**src/rtl/blink_clk_gen_if.sv**
```systemverilog
// Memory-mapped slave bus shared by the blink time base and led_ctrl.
// Combinational read data; writes are single-cycle strobes.
// No backpressure: every write strobe is accepted in the cycle it is presented.
interface blink_clk_gen_if #(
    parameter int ADDR_WIDTH = 8,
    parameter int DATA_WIDTH = 16
);
    logic [ADDR_WIDTH-1:0] addr;
    logic [DATA_WIDTH-1:0] wdata;
    logic [DATA_WIDTH-1:0] rdata;
    logic                  we;

    modport master (output addr, output wdata, output we, input rdata);
    modport slave  (input addr, input wdata, input we, output rdata);
endinterface

```
**src/rtl/blink_clk_gen.sv**
```systemverilog
// Blink time base: prescaler + programmable divider yield a 32 Hz tick; a 5-bit phase gives 16/8/1 Hz levels.
// Latency: outputs and tick_o update one clk_sys_i cycle after the tick condition; register reads are combinational.
// No backpressure: bus writes take effect on the next edge; RESTART beats a DIV write, which beats a tick.
module blink_clk_gen #(
    parameter int MM_ADDR_WIDTH       = 8,
    parameter int MM_DATA_WIDTH       = 16,
    parameter int REG_ADDR_BLINK_DIV  = 'h0C,
    parameter int REG_ADDR_BLINK_CTRL = 'h0D,
    parameter int PRE_DIV             = 64,
    parameter int DIV_RST             = 12206
) (
    input  logic             clk_sys_i,
    input  logic             rst_n_i,
    blink_clk_gen_if.slave   mm_s,
    output logic             clk_16hz_o,
    output logic             clk_8hz_o,
    output logic             clk_1hz_o,
    output logic             tick_o
);
    localparam int                       PRE_W    = $clog2(PRE_DIV);
    localparam logic [PRE_W-1:0]         PRE_LAST = PRE_W'(PRE_DIV - 1);
    localparam logic [MM_ADDR_WIDTH-1:0] ADDR_DIV = MM_ADDR_WIDTH'(REG_ADDR_BLINK_DIV);
    localparam logic [MM_ADDR_WIDTH-1:0] ADDR_CTL = MM_ADDR_WIDTH'(REG_ADDR_BLINK_CTRL);

    logic [PRE_W-1:0] pre_cnt_q, pre_cnt_d;
    logic [15:0]      div_cnt_q, div_cnt_d;
    logic [15:0]      div_q, div_d;
    logic             en_q, en_d;
    logic [4:0]       ph_q, ph_d;
    logic             tick_q, tick_d;

    logic div_wr, ctrl_wr, restart, pre_tick, tick_cond;
    logic [MM_DATA_WIDTH-1:0] rdata_c;

    // Next-state: count while enabled, then let DIV writes and RESTART override the count in rising priority.
    always_comb begin
        div_wr    = mm_s.we && (mm_s.addr == ADDR_DIV);
        ctrl_wr   = mm_s.we && (mm_s.addr == ADDR_CTL);
        restart   = ctrl_wr && mm_s.wdata[1];
        pre_tick  = en_q && (pre_cnt_q == PRE_LAST);
        tick_cond = pre_tick && (div_cnt_q == div_q);

        pre_cnt_d = pre_cnt_q;
        div_cnt_d = div_cnt_q;
        div_d     = div_q;
        en_d      = en_q;
        ph_d      = ph_q;
        tick_d    = 1'b0;

        if (en_q) begin
            pre_cnt_d = pre_tick ? '0 : pre_cnt_q + 1'b1;
            if (pre_tick) begin
                div_cnt_d = tick_cond ? 16'd0 : div_cnt_q + 16'd1;
            end
            if (tick_cond) begin
                ph_d   = ph_q + 5'd1;
                tick_d = 1'b1;
            end
        end

        if (ctrl_wr) begin
            en_d = mm_s.wdata[0];
        end

        // A new divisor restarts the period from scratch; a coincident tick is dropped.
        if (div_wr) begin
            div_d     = 16'(mm_s.wdata);
            pre_cnt_d = '0;
            div_cnt_d = 16'd0;
            ph_d      = ph_q;
            tick_d    = 1'b0;
        end

        if (restart) begin
            pre_cnt_d = '0;
            div_cnt_d = 16'd0;
            ph_d      = 5'd0;
            tick_d    = 1'b0;
        end
    end

    // State registers; reset lands on the default divisor with counting enabled.
    always_ff @(posedge clk_sys_i or negedge rst_n_i) begin
        if (!rst_n_i) begin
            pre_cnt_q <= '0;
            div_cnt_q <= 16'd0;
            div_q     <= 16'(DIV_RST);
            en_q      <= 1'b1;
            ph_q      <= 5'd0;
            tick_q    <= 1'b0;
        end else begin
            pre_cnt_q <= pre_cnt_d;
            div_cnt_q <= div_cnt_d;
            div_q     <= div_d;
            en_q      <= en_d;
            ph_q      <= ph_d;
            tick_q    <= tick_d;
        end
    end

    // Read mux; forced to zero while reset is held so led_ctrl sees a quiet bus.
    always_comb begin
        rdata_c = '0;
        if (rst_n_i) begin
            if (mm_s.addr == ADDR_DIV) begin
                rdata_c = MM_DATA_WIDTH'(div_q);
            end else if (mm_s.addr == ADDR_CTL) begin
                rdata_c = MM_DATA_WIDTH'({ph_q, 9'b0, 1'b0, en_q});
            end
        end
    end

    assign mm_s.rdata = rdata_c;
    assign clk_16hz_o = ph_q[0];
    assign clk_8hz_o  = ph_q[1];
    assign clk_1hz_o  = ph_q[4];
    assign tick_o     = tick_q;
endmodule

```
**src/flat_wrapper.sv**
```systemverilog
// flat-port wrapper written by rule: the top's interface ports become plain ports
module blink_clk_gen_flat 
#(
    parameter int MM_ADDR_WIDTH       = 8,
    parameter int MM_DATA_WIDTH       = 16,
    parameter int REG_ADDR_BLINK_DIV  = 'h0C,
    parameter int REG_ADDR_BLINK_CTRL = 'h0D,
    parameter int PRE_DIV             = 64,
    parameter int DIV_RST             = 12206
)
  (clk_sys_i, rst_n_i, clk_16hz_o, clk_8hz_o, clk_1hz_o, tick_o, mm_s_addr, mm_s_wdata, mm_s_we, mm_s_rdata);
  blink_clk_gen_if #(.ADDR_WIDTH(8), .DATA_WIDTH(16)) mm_s_i ();
  input  logic clk_sys_i;
  input  logic rst_n_i;
  output logic clk_16hz_o;
  output logic clk_8hz_o;
  output logic clk_1hz_o;
  output logic tick_o;
  input wire logic [$bits(mm_s_i.addr)-1:0] mm_s_addr;
  input wire logic [$bits(mm_s_i.wdata)-1:0] mm_s_wdata;
  input wire logic [$bits(mm_s_i.we)-1:0] mm_s_we;
  output wire logic [$bits(mm_s_i.rdata)-1:0] mm_s_rdata;
  assign mm_s_i.addr = mm_s_addr;
  assign mm_s_i.wdata = mm_s_wdata;
  assign mm_s_i.we = mm_s_we;
  assign mm_s_rdata = mm_s_i.rdata;
  blink_clk_gen #(.MM_ADDR_WIDTH(MM_ADDR_WIDTH), .MM_DATA_WIDTH(MM_DATA_WIDTH), .REG_ADDR_BLINK_DIV(REG_ADDR_BLINK_DIV), .REG_ADDR_BLINK_CTRL(REG_ADDR_BLINK_CTRL), .PRE_DIV(PRE_DIV), .DIV_RST(DIV_RST)) u_core (.clk_sys_i(clk_sys_i), .rst_n_i(rst_n_i), .mm_s(mm_s_i), .clk_16hz_o(clk_16hz_o), .clk_8hz_o(clk_8hz_o), .clk_1hz_o(clk_1hz_o), .tick_o(tick_o));
endmodule
```
**config.mk**
```make
export PLATFORM = sky130hd
export DESIGN_NAME = blink_clk_gen_flat
export DESIGN_NICKNAME = d
export VERILOG_FILES = /design/src/rtl/blink_clk_gen_if.sv /design/src/rtl/blink_clk_gen.sv /design/src/flat_wrapper.sv
export SDC_FILE = /design/constraint.sdc
export NUM_CORES = 1
export LEC_CHECK = 0
export ABC_CLOCK_PERIOD_IN_PS = 6600
export BUFFER_PORTS_ARGS = -buffer_cell sky130_fd_sc_hd__buf_2
export CAP_MARGIN = 20
export CORE_ASPECT_RATIO = 0.8
export CORE_MARGIN = 1
export CORE_UTILIZATION = 59
export CTS_CLUSTER_SIZE = 30
export DETAILED_ROUTE_END_ITERATION = 6
export PLACE_DENSITY = 0.89
export SYNTH_ARGS = -nofsm -noshare
export SYNTH_HDL_FRONTEND = slang
export SYNTH_SLANG_ARGS = --single-unit
```
**constraint.sdc**
```tcl
create_clock -name clk_sys_i -period 6.6 [get_ports clk_sys_i]
set_clock_uncertainty 0.1 [all_clocks]
set_input_delay 0.33 -clock clk_sys_i [delete_from_list [all_inputs] [get_ports clk_sys_i]]
set_output_delay 0.33 -clock clk_sys_i [all_outputs]
set_load 0.05 [all_outputs]
```
## Word-level counts from Yosys, hierarchy flattened

Cells that the tools add are included.

| operators by class | value |
|---|---|
| mux-type cells | 20 |
| add/sub/neg operators | 3 |
| equality and inequality tests | 5 |
| reduce and logical (&&, ||, !) cells | 11 |

Operator list:

| kind | number |
|---|---|
| 16-bit two-way mux | 8 |
| 6-bit two-way mux | 4 |
| 5-bit two-way mux | 4 |
| 16-bit by 1-bit adder with 16-bit output, second input constant | 1 |
| 16-bit == test | 1 |
| 8-bit by 4-bit == test with 1-bit output, second input constant | 2 |
| 6-bit by 1-bit adder with 6-bit output, second input constant | 1 |
| 6-bit == test, second input constant | 1 |
| 3-bit nonzero test | 2 |
| 5-bit by 1-bit adder with 5-bit output, second input constant | 1 |
| 1-bit logical AND | 5 |
| 1-bit two-way mux | 4 |
| 2-bit nonzero test | 2 |
| 3-bit AND reduction | 1 |
| 2-bit inequality test, second input constant | 1 |
| 2-bit AND reduction | 1 |

| word-level totals | value |
|---|---|
| register bits | 45 |
| input bits | 27 |

## Depth between registers and ports, before layout

Gate-level depths: netlist of run 1.

| logic depth | value |
|---|---|
| word-level depth | 8 |
| depth in mapped cells | 7 |
| gate-level depth less buffers | 6 |

## Worst setup path after synthesis of run 1

No wires, ideal clock.

| timing | value |
|---|---|
| path type | input port to output port |
| from | in mm_s_addr[4] |
| to | out mm_s_rdata[10] |
| slack | 4.282 ns |
| data arrival time | 1.888 ns |
| buffers on the path | 1 |
| stages | 6 |
| path through | and4bb_2 > nor4b_4 > nand2_1 > nor2_1 > clkbuf_1 > and2_1 |

| on the way | value |
|---|---|
| cells in the longest elaborated chain, start to end | 3 |

Ends and longest elaborated chain:

| element | RTL line | RTL |
|---|---|---|
| start: declaration | flat_wrapper.sv:19 | `input wire logic [$bits(mm_s_i.addr)-1:0] mm_s_addr;` |
| 8-bit by 4-bit == test with 1-bit output | blink_clk_gen.sv:105 | `if (mm_s.addr == ADDR_DIV) begin` |
| 16-bit two-way mux | blink_clk_gen.sv:105 |  |
| 16-bit two-way mux | blink_clk_gen.sv:104 | `if (rst_n_i) begin` |
| end: declaration | flat_wrapper.sv:22 | `output wire logic [$bits(mm_s_i.rdata)-1:0] mm_s_rdata;` |

No other way between the ends.

## Worst setup path after layout of run 1

| timing | value |
|---|---|
| from | in mm_s_addr[4] |
| to | out mm_s_rdata[14] |

| on the way | value |
|---|---|
| cells in the longest elaborated chain, start to end | 4 |
| elaborated cells on any way between the ends | 5 |
| classes of those cells | eq/ne (2); mux (3) |

Ends and longest elaborated chain:

| element | RTL line | RTL |
|---|---|---|
| 8-bit by 4-bit == test with 1-bit output | blink_clk_gen.sv:107 | `end else if (mm_s.addr == ADDR_CTL) begin` |
| 16-bit two-way mux | blink_clk_gen.sv:107 |  |
| 16-bit two-way mux (*) | blink_clk_gen.sv:105 |  |
| 16-bit two-way mux (*) | blink_clk_gen.sv:104 |  |

Every way passes the cells marked *; elsewhere a longest branch is shown, timed or not.

==> results of run 1 <==
## where the power goes
part / total, mW / switching (mW) / internal (mW) / leakage, nW
clock: 0.212 / 0.0889 / 0.123 / 0.0585
combinational: 0.100 / 0.0575 / 0.0430 / 0.777
sequential: 0.337 / 0.0302 / 0.307 / 0.564
## cell type report
cell class	instances	area (sq um)
Fill cell	287	1070
Timing Repair Buffer	47	238
Sequential cell	45	1140
Multi-Input combinational cell	172	1290
Clock buffer	7	86.3
Tap cell	55	68.8
Clock inverter	1	30.0
Inverter	3	11.3
## critical path, delay by kind of cell
kind | cells | cell delay, ns
AND/OR/NAND/NOR | 4 | 1.45
buffers and inverters | 2 | 0.35
AO/OA/AOI/OAI | 1 | 0.28
## sequential cells by signal, indices dropped and copies added, names as in the netlist
register and flops:
u_core.div_cnt_q 16, u_core.div_q 16, u_core.en_q 1, u_core.ph_q 5, u_core.pre_cnt_q 6, u_core.tick_o 1
## Yosys cell counts (4+ instances only)
cell / instances / area share
dfrtp_1: 34 / 0.34
o21ai_0: 6 / 0.012
and2_1: 11 / 0.028
nand4_1: 6 / 0.015
clkbuf_1: 5 / 0.0075
mux2_2: 18 / 0.081
a21oi_1: 5 / 0.010
and3_1: 5 / 0.013
o2111ai_1: 4 / 0.014
xnor2_1: 4 / 0.014
xor2_1: 29 / 0.10
a22o_1: 7 / 0.025
nand2_1: 9 / 0.013
nor3_1: 5 / 0.010
dfstp_2: 11 / 0.12
nor2_1: 22 / 0.033
nand3_1: 5 / 0.010
o211ai_1: 7 / 0.021
## per-layer routing
layer | wire length (um) | up-vias
met5 | 0 | -
met4 | 87 | 0
met3 | 248 | 11
met2 | 2560 | 80
met1 | 2310 | 969
li1 | - | 911
## stage by stage
| step | std cells | area, sq um | hold WS [ns] | util | setup slack [ns] |
|---|---|---|---|---|---|
| floorplan | 232 | 2500 | -0.0656 | - | 4.28 |
| global placement | 322 | 2740 | 0.343 | 0.698 | 3.91 |
| detailed placement | 322 | 2740 | 0.353 | 0.698 | 3.80 |
| CTS | 330 | 2860 | 0.0331 | 0.728 | 3.79 |
| global route | 330 | 2860 | 0.0525 | 0.728 | 3.60 |
| finish | 330 | 2860 | 0.0123 | 0.728 | 3.75 |
## cell families (layout without fill, tap and decap cells)
family | Yosys count | in the layout | share of synthesized area
AO/OA/AOI/OAI | 34 | 34 | 0.0990
XOR/XNOR | 33 | 33 | 0.115
adder cells (fa/ha/maj) | 3 | 3 | 0.0150
buffers and inverters | 15 | 58 | 0.0305
flip-flops | 45 | 45 | 0.456
multiplexers | 19 | 19 | 0.0850
AND/OR/NAND/NOR | 83 | 83 | 0.200
## worst min-delay path by stage
stage                        from                   to  slack [ns]
after detailed placement  rst_n_i      u_core.div_q[6]        0.35
final                     rst_n_i      u_core.div_q[6]        0.01
after global placement    rst_n_i     u_core.div_q[14]        0.34
after floorplan           rst_n_i  u_core.div_cnt_q[0]       -0.07
after global routing      rst_n_i      u_core.div_q[6]        0.05
after CTS                 rst_n_i  u_core.div_cnt_q[9]        0.03
==> reports/qor.txt, run 1 <==
Highest cell delay on the worst timing path = 0.78 ns
Cell Chain, Critical Path = buf_2 > and4bb_2 > nor4b_4 > nand2_1 > nor2_1 > a22o_1 > buf_2
Met3 Track Usage GR = 0.0506
Unrepaired setup endpoints after global routing = false
Post-DP HPWL = 3.64 mm
Post-DRT Antenna Nets = 0
Min Tclk post-route = 2.85 ns
Later-pin clock latency in the skew report = 0.29 ns
Clk slew on worst S/H paths = 0.08 ns
Leak = 1.40 nW
Worst reg2reg startpoint = u_core.en_q
Fmax = 351 MHz
Async set-reset flop share out of synthesis = 1.00
DRC Markers = 0
Core Footprint = 0.00393 sq mm
Most used cell, CP = buf_2
Most frequent cells in the layout = 46 x buf_2, 34 x dfrtp_1, 29 x xor2_1, 22 x nor2_1, 18 x mux2_2
Yosys warns = 0
GR Util met1 = 0.323
CP required = 6.17 ns
Setup crit end kind = output pin
Num CTS Buffers = 5
DR vias = 1,971
Fin. max-slew vios = 0
Share of cells above drive strength 1 = 0.335
Post-CTS Resized = 0
Setup Fix Bufs, Post-CTS = 0
Initial antenna violation count = 0
PortBufs = 46
Cells on worst reg2reg path = 5
Initial DRC count = 178
Outcome = completed
Final Hold Vio Count = 0
Largest net degree at the start of global routing = 48
Synthesized instance count = 232
Worst slew pin tran = 1.07 ns
Slowest cell on crit path = nor2_1
Worst r2r dst = u_core.div_cnt_q[11]
WL final = 5.21 mm
Clk root buf = clkbuf_8
GP Congestion = 0.829
Die H = 60.3 um
Boundary Pins = 47
Commonest non-fill, non-tap cell in the layout = buf_2
Layout area overhead = 14.3%
First-pass GRT wire length = 8.46 mm
GR Util met2 = 0.441
Critical path arrival = 2.42 ns
Critical path type = in2out
Final Total Pwr = 0.650 mW
Global route overflow = 0
Via-per-instance ratio = 5.97
Critical Path End = mm_s_rdata[14]
Worst setup SP type = input pin
Initial core utilization = 0.637
Vias in the first global route = 1,871
Reg-to-reg slack, setup = 3.85 ns
Post-synth top flop = dfrtp_1
Register area share after synthesis = 0.456
Post-Syn Nets = 262
GRT Overall Usage = 0.258
CP startpoint = mm_s_addr[4]
Hold Buf Count CTS = 0
Total die area = 0.00451 sq mm
Post-Syn Area = 0.00250 sq mm
Min-Delay Path Class = in2async
EDFF count, synth = 0
Cell Pwr Density = 227 mW/mm^2
CTS Sinks = 45
Gr busiest metal = met2
CP Max Fanout = 16
Syn Area/Cell = 10.8 sq um
Avg WL per Cell = 15.8 um
CTS H-Tree Depth = 2
Nets@finish = 304
Synth cell types = 43
Synth Register Bits = 45
Die Wd = 74.8 um
CTS Buffer Depth = 2
CTS tree = done
Diode count = 0
TNS Setup = 0 ns
Rel. slew slack = 0.282
Row count = 20
Fin crit share = 0.431
Peak supply drop = 0.235 mV
Max Cap Viol = 0
Drt pass-1 iters = 5
Final setup fails = 0
Power figures use the tool's default switching activity.
==> run 2, diff against run 1 <==
--- a/config.mk
+++ b/config.mk
@@ -5,15 +5,16 @@
 export SDC_FILE = /design/constraint.sdc
 export NUM_CORES = 1
 export LEC_CHECK = 0
-export ABC_CLOCK_PERIOD_IN_PS = 6600
+export ABC_AREA = 1
+export ABC_CLOCK_PERIOD_IN_PS = 2300
 export BUFFER_PORTS_ARGS = -buffer_cell sky130_fd_sc_hd__buf_2
 export CAP_MARGIN = 20
 export CORE_ASPECT_RATIO = 0.8
 export CORE_MARGIN = 1
-export CORE_UTILIZATION = 59
+export CORE_UTILIZATION = 51
 export CTS_CLUSTER_SIZE = 30
 export DETAILED_ROUTE_END_ITERATION = 6
-export PLACE_DENSITY = 0.89
+export PLACE_DENSITY = 0.81
 export SYNTH_ARGS = -nofsm -noshare
 export SYNTH_HDL_FRONTEND = slang
 export SYNTH_SLANG_ARGS = --single-unit
==> constraint.sdc (replaced) <==
create_clock -name clk_sys_i -period 2.3 [get_ports clk_sys_i]
set_clock_uncertainty 0.1 [all_clocks]
set_input_delay 0.115 -clock clk_sys_i [delete_from_list [all_inputs] [get_ports clk_sys_i]]
set_output_delay 0.115 -clock clk_sys_i [all_outputs]
set_load 0.05 [all_outputs]
==> run 2 against run 1 <==
First-iteration DRC count shrank 26%. Clock power increased by 150%. Global-route usage up 0.17 points. Power grew to 2.6 times the previous value. Largest cell class unchanged. Highest routed layer unchanged.
==> reports/qor.txt, run 2 <==
Async set-reset flop share out of synthesis = 1.00 (unchanged)
Fmax = 510 MHz
Unrepaired setup endpoints after global routing = false
Outcome = completed
Initial antenna violation count = 0 (unchanged)
Critical path type = in2out
Hold Buf Count CTS = 17 (+17)
Yosys warns = 0 (unchanged)
Internal Power = 1.22 mW (+160%)
Setup crit end kind = output pin
Avg WL per Cell = 13.0 um (-18%)
Synthesized instance count = 409 (+76%)
Cells on worst reg2reg path = 9 (+4)
Critical path arrival = 1.75 ns (-0.67 ns)
WL final = 7.17 mm (+38%)
Dpl ws = 0.448 ns (-3.35 ns)
Nets@finish = 503 (+65%)
Most frequent cells in the layout = 125 x nand2_1, 59 x inv_1, 46 x nor2_1, 46 x buf_2, 34 x dfrtp_1
Num CTS Buffers = 5 (unchanged)
Commonest non-fill, non-tap cell in the layout = nand2_1
Worst Hold Depth = 3
Initial core utilization = 0.532 (-0.105)
Placed Instances = 527 (+64%)
Layout Utilization = 0.633 (-0.0955)
Drt pass-1 iters = 5 (unchanged)
Share of cells above drive strength 1 = 0.217 (-0.117)
Top cells by count, synth = 125 x nand2_1, 59 x inv_1, 46 x nor2_1
CTS Buffer Depth = 2 (unchanged)
CP required = 2.09 ns (-4.08 ns)
Final setup fails = 0 (unchanged)
Layout area overhead = 18.9%
Worst setup SP type = input pin
Sequential share of power = 0.540 (+0.021)
Min-Delay Path Class = in2reg
Placed inst area = 0.00319 sq mm (+16%)
Cell Chain, Critical Path = dlygate4sd3_1 > buf_2 > nand2_1 > o22ai_1 > buf_2
GRT Overall Usage = 0.259 (+0.00168)
Worst slew pin tran = 0.682 ns (-0.393 ns)
Peak supply drop = 0.305 mV (+30%)
Syn Area/Cell = 7.11 sq um (-34%)
Final instance area = 0.00346 sq mm (+21%)
Reg-to-reg slack, setup = 0.40 ns (-3.45 ns)
Clk slew on worst S/H paths = 0.08 ns (about the same)
Die Wd = 86.4 um (+15%)
GP Congestion = 0.907 (+9.5%)
Highest cell delay on the worst timing path = 0.52 ns (-0.26 ns)
Switch share = 0.290 (+0.0183)
TNS Setup = 0 ns (unchanged)
Most used cell, CP = buf_2
CP startpoint = rst_n_i
Setup Fix Bufs, Post-CTS = 0 (unchanged)
Later-pin clock latency in the skew report = 0.30 ns (about the same)
Fin. max-slew vios = 0 (unchanged)
Cell accounting for the most synthesized area = dfrtp_1
Clk root buf = clkbuf_8
Leak = 1.87 nW (+33%)
Post-synth top flop = dfrtp_1
Vias in the first global route = 2,714 (+45%)
EDFF count, synth = 0 (unchanged)
Most frequent cell after synthesis = nand2_1
DRC Markers = 0 (unchanged)
Total die area = 0.00601 sq mm (+33%)
Cell Pwr Density = 497 mW/mm^2 (+120%)
CTS H-Tree Depth = 2 (unchanged)
Post-Syn Area = 0.00291 sq mm (+16%)
CP Max Fanout = 16 (unchanged)
Combinational Power Share = 0.152 (-0.003)
Via-per-instance ratio = 5.15 (-14%)
Global route overflow = 0 (unchanged)
Max Cap Viol = 0 (unchanged)
Worst reg2reg startpoint = u_core.pre_cnt_q[0]
Slowest cell on crit path = dlygate4sd3_1
Fin crit share = 0.853
CTS tree = done
Post-DP HPWL = 5.15 mm (+41%)
Net Sw Power = 0.498 mW (+180%)
Boundary Pins = 47 (unchanged)
Diode count = 0 (unchanged)
Initial DRC count = 132 (-26%)
Die H = 69.5 um (+15%)
Clock share of power = 0.307 (-0.020)
CTS Sinks = 45 (unchanged)
Register area share after synthesis = 0.392 (-0.0633)
Critical Path End = mm_s_rdata[11]
PortBufs = 46 (unchanged)
Largest net degree at the start of global routing = 46 (-4.2%)
Row count = 24 (+20%)
Final Hold Vio Count = 0 (unchanged)
Worst hold slack = 0.0415 ns (+0.0291 ns)
Top cells by area, synth = dfrtp_1 29%, nand2_1 16%, dfstp_2 9.9%
DR vias = 2,844 (+44%)
PnR worst setup slack = 0.339 ns (-3.41 ns)
Synth Register Bits = 45 (unchanged)
Synth cell types = 34 (-21%)
Finished Layout Cells = 552 (+67%)
Yosys top cell area share = 0.293 (-0.0473)
Min Tclk post-route = 1.96 ns
Post-Syn Nets = 439 (+68%)
Post-DRT Antenna Nets = 0 (unchanged)
Final Total Pwr = 1.72 mW (+160%)
Post-CTS Resized = 0 (unchanged)
Core Footprint = 0.00547 sq mm (+39%)
Rel. slew slack = 0.544 (+0.262)
Worst r2r dst = u_core.div_cnt_q[8]
Top flop regs = u_core.div_cnt_q: 16 flops, u_core.div_q: 16 flops, u_core.pre_cnt_q: 6 flops
First-pass GRT wire length = 12.1 mm (+43%)
Fillers = 504 (+76%)
[run 2: critical path: cells and delay by family]
| kind | cells | cell delay, ns |
|---|---|---|
| AND/OR/NAND/NOR | 1 | 0.41 |
| buffers and inverters | 3 | 0.96 |
| AO/OA/AOI/OAI | 1 | 0.26 |
[run 2: worst min path at each step]
| stage | from | to | slack (ns) |
|---|---|---|---|
| 5_1_grt | mm_s_we | u_core.en_q | 0.08 |
| 6_report | mm_s_we | u_core.en_q | 0.04 |
| 2_1_floorplan | rst_n_i | u_core.div_cnt_q[0] | -0.28 |
| 3_5_place_dp | rst_n_i | u_core.pre_cnt_q[2] | 0.18 |
| 3_3_place_gp | rst_n_i | u_core.pre_cnt_q[2] | 0.19 |
| 4_1_cts | mm_s_we | u_core.en_q | 0.05 |
[run 2: metal layers]
layer | wire length, um | track usage
met1 | 3130 | 0.329
met4 | 186 | 0.119
met5 | 0 | 0
met3 | 363 | 0.0405
met2 | 3490 | 0.435
[run 2: power by group through the flow]
stage                     clock network, mW  registers (mW)  logic (mW)
after floorplan                           0           0.923       0.159
after global placement                    0           0.936       0.223
after detailed placement                  0           0.942       0.239
after CTS                             0.535           0.928       0.262
after global routing                  0.570           0.939       0.301
final                                 0.528           0.929       0.262
[run 2: cell type report]
cell class | instances | area, sq um | share of cell area
multi-input combinational | 290 | 1460 | 0.422
sequential | 45 | 1140 | 0.330
timing repair buffer | 65 | 415 | 0.120
inverter | 66 | 250 | 0.0724
tap | 78 | 97.6 | 0.0282
clock buffer | 6 | 82.6 | 0.0239
clock inverter | 2 | 13.8 | 0.00398
[run 2: kinds of logic after synthesis]
kind of cell	count (synthesis)	synth area share
flip-flops	45	0.392
XOR/XNOR	5	0.0151
AO/OA/AOI/OAI	47	0.0891
adder cells (fa/ha/maj)	3	0.0129
AND/OR/NAND/NOR	235	0.384
buffers and inverters	74	0.106
==> run 3, diff against run 2 <==
--- a/config.mk
+++ b/config.mk
@@ -5,13 +5,12 @@
 export SDC_FILE = /design/constraint.sdc
 export NUM_CORES = 1
 export LEC_CHECK = 0
-export ABC_AREA = 1
 export ABC_CLOCK_PERIOD_IN_PS = 2300
 export BUFFER_PORTS_ARGS = -buffer_cell sky130_fd_sc_hd__buf_2
 export CAP_MARGIN = 20
 export CORE_ASPECT_RATIO = 0.8
 export CORE_MARGIN = 1
-export CORE_UTILIZATION = 51
+export CORE_UTILIZATION = 50
 export CTS_CLUSTER_SIZE = 30
 export DETAILED_ROUTE_END_ITERATION = 6
 export PLACE_DENSITY = 0.81
==> constraint.sdc (replaced) <==
create_clock -name clk_sys_i -period 2.3 [get_ports clk_sys_i]
set_clock_uncertainty 0.1 [all_clocks]
set_input_delay 0.23 -clock clk_sys_i [delete_from_list [all_inputs] [get_ports clk_sys_i]]
set_output_delay 0.23 -clock clk_sys_i [all_outputs]
set_load 0.05 [all_outputs]
==> run 3 against run 2 <==
Critical path depth unchanged. Design area decreased by 15%. Non-clock buffer count decreased by 5. Clock power decreased by 4.4%. Power increased by 3.1%. Combinational power increased by 16%. Largest power group unchanged. Sequential share of layout area increased by 5.6 points. Via count decreased by 30%. First-iteration DRC count decreased by 30%. Die area decreased by 12%. Highest routed layer unchanged. Wire length decreased by 24%.
==> reports/qor.txt, run 3 (synthesized netlist as in run 1, its figures left out) <==
Outcome = completed
Share of cells above drive strength 1 = 0.358 (+0.140)
Unrepaired setup endpoints after global routing = false
Post-DRT Antenna Nets = 0 (unchanged)
Post-CTS Resized = 0 (unchanged)
Cell Pwr Density = 600 mW/mm^2 (+21%)
DRC Markers = 0 (unchanged)
GP Congestion = 0.807 (-11%)
Top flop regs = u_core.div_cnt_q: 16 flops, u_core.div_q: 16 flops, u_core.pre_cnt_q: 6 flops
DR vias = 2,003 (-30%)
Combinational Power Share = 0.171 (+0.019)
Die H = 65.3 um (-6.1%)
Crit-path leading delay family = flip-flops
Critical path arrival = 2.25 ns (+0.50 ns)
Clk slew on worst S/H paths = 0.08 ns (about the same)
Later-pin clock latency in the skew report = 0.30 ns (about the same)
Clk root buf = clkbuf_8
Num CTS Buffers = 5 (unchanged)
Worst setup SP type = flip-flop
TNS Setup = 0 ns (unchanged)
Global route overflow = 0 (unchanged)
Initial antenna violation count = 0 (unchanged)
GRT Overall Usage = 0.234 (-0.0256)
Rel. slew slack = 0.635 (+0.0907)
Worst slew pin tran = 0.548 ns (-0.134 ns)
Peak supply drop = 0.536 mV (+76%)
Largest net degree at the start of global routing = 46 (unchanged)
Nets@finish = 317 (-37%)
Clock share of power = 0.285 (-0.022)
Worst hold slack = 0.0579 ns (+0.0164 ns)
Core Footprint = 0.00471 sq mm (-14%)
CTS Sinks = 45 (unchanged)
Vias in the first global route = 1,909 (-30%)
Drt pass-1 iters = 4 (-1)
Row count = 22 (-8.3%)
Finished Layout Cells = 348 (-37%)
Placed Instances = 339 (-36%)
Via-per-instance ratio = 5.76 (+12%)
Layout area overhead = 18.0%
Leak = 1.46 nW (-22%)
Max Cap Viol = 0 (unchanged)
Diode count = 0 (unchanged)
CTS tree = done
Net Sw Power = 0.512 mW (+2.8%)
Dpl ws = 0.157 ns (-0.290 ns)
Buf/Inv on CP = 0 (-3)
Fin. max-slew vios = 0 (unchanged)
Critical path type = reg2reg
Fmax = 463 MHz (-9.1%)
Final setup fails = 0 (unchanged)
Setup crit end kind = flip-flop
Final Hold Vio Count = 0 (unchanged)
PnR worst setup slack = 0.142 ns (-0.197 ns)
Min-Delay Path Class = in2reg
Avg WL per Cell = 15.6 um (+20%)
Min Tclk post-route = 2.16 ns (+0.197 ns)
Sequential share of power = 0.544 (+0.004)
Commonest non-fill, non-tap cell in the layout = buf_2
Post-DP HPWL = 4.04 mm (-22%)
Most frequent cells in the layout = 46 x buf_2, 34 x dfrtp_1, 29 x xor2_1, 22 x nor2_1, 18 x mux2_2
Reg-to-reg slack, setup = 0.14 ns (-0.26 ns)
CTS H-Tree Depth = 2 (unchanged)
Total die area = 0.00529 sq mm (-12%)
Initial core utilization = 0.532 (about the same)
CTS Buffer Depth = 2 (unchanged)
Highest cell delay on the worst timing path = 0.56 ns (+0.04 ns)
Internal Power = 1.26 mW (+3.2%)
CP Max Fanout = 3 (-13)
Slowest cell on crit path = dfstp_2
First-pass GRT wire length = 9.20 mm (-24%)
Die Wd = 81.1 um (-6.1%)
PortBufs = 46 (unchanged)
Initial DRC count = 92 (-30%)
Fin crit share = 0.938 (+0.0856)
Boundary Pins = 47 (unchanged)
WL final = 5.42 mm (-24%)
Cell Chain, Critical Path = xor2_1 > nor4_4 > nand3_2 > o41a_1 > mux2_2
Switch share = 0.289 (-0.000888)
CP required = 2.39 ns (+0.30 ns)
[run 3: metrics by stage]
step | power, mW | utilization | instance area, sq um
3_3_place_gp | 1.26 | 0.606 | 2850
6_report | 1.77 | 0.627 | 2950
2_1_floorplan | 1.16 | - | 2500
3_5_place_dp | 1.28 | 0.606 | 2850
5_1_grt | 1.87 | 0.627 | 2950
4_1_cts | 1.79 | 0.627 | 2950
[run 3: cell type report]
| cell class | instances | area (sq um) |
|---|---|---|
| Fill cell | 383 | 1750 |
| Multi-Input combinational cell | 172 | 1290 |
| Sequential cell | 45 | 1140 |
| Timing Repair Buffer | 60 | 350 |
| Clock buffer | 8 | 90.1 |
| Tap cell | 60 | 75.1 |
| Inverter | 3 | 11.3 |
[run 3: per-layer routing]
layer	up-vias	part of all wire	wire length [um]	GRT usage
li1	943	-	-	-
met1	982	0.45	2420	0.303
met2	72	0.49	2680	0.390
met3	6	0.049	267	0.0444
met4	0	0.011	59	0.0804
met5	-	0	0	0
[run 3: power by group through the flow]
stage / clock network [mW] / registers, mW / logic, mW
finish: 0.505 / 0.964 / 0.303
global route: 0.551 / 0.979 / 0.344
CTS: 0.517 / 0.964 / 0.307
detailed placement: 0 / 0.978 / 0.305
global placement: 0 / 0.973 / 0.287
floorplan: 0 / 0.983 / 0.182
[run 3: timing repair]
item | CTS | global route
buffers inserted | 0 | 0
endpoints found under the setup margin | 0 | 0
hold buffers | 1 | 0
endpoints found under the hold margin | 34 | 0
[run 3: worst paths after layout]
| check | startpoint | end | cells after the start |
|---|---|---|---|
| max in group asynchronous | rst_n_i | u_core.div_q[8] | 3 |
| min in group asynchronous | rst_n_i | u_core.div_q[12] | 3 |
| max | u_core.div_q[3] | u_core.ph_q[0] | 5 |
| max reg2reg | u_core.div_q[3] | u_core.ph_q[0] | 5 |
| min | mm_s_wdata[15] | u_core.div_q[15] | 2 |
| min reg2reg | u_core.div_q[4] | u_core.div_q[4] | 1 |
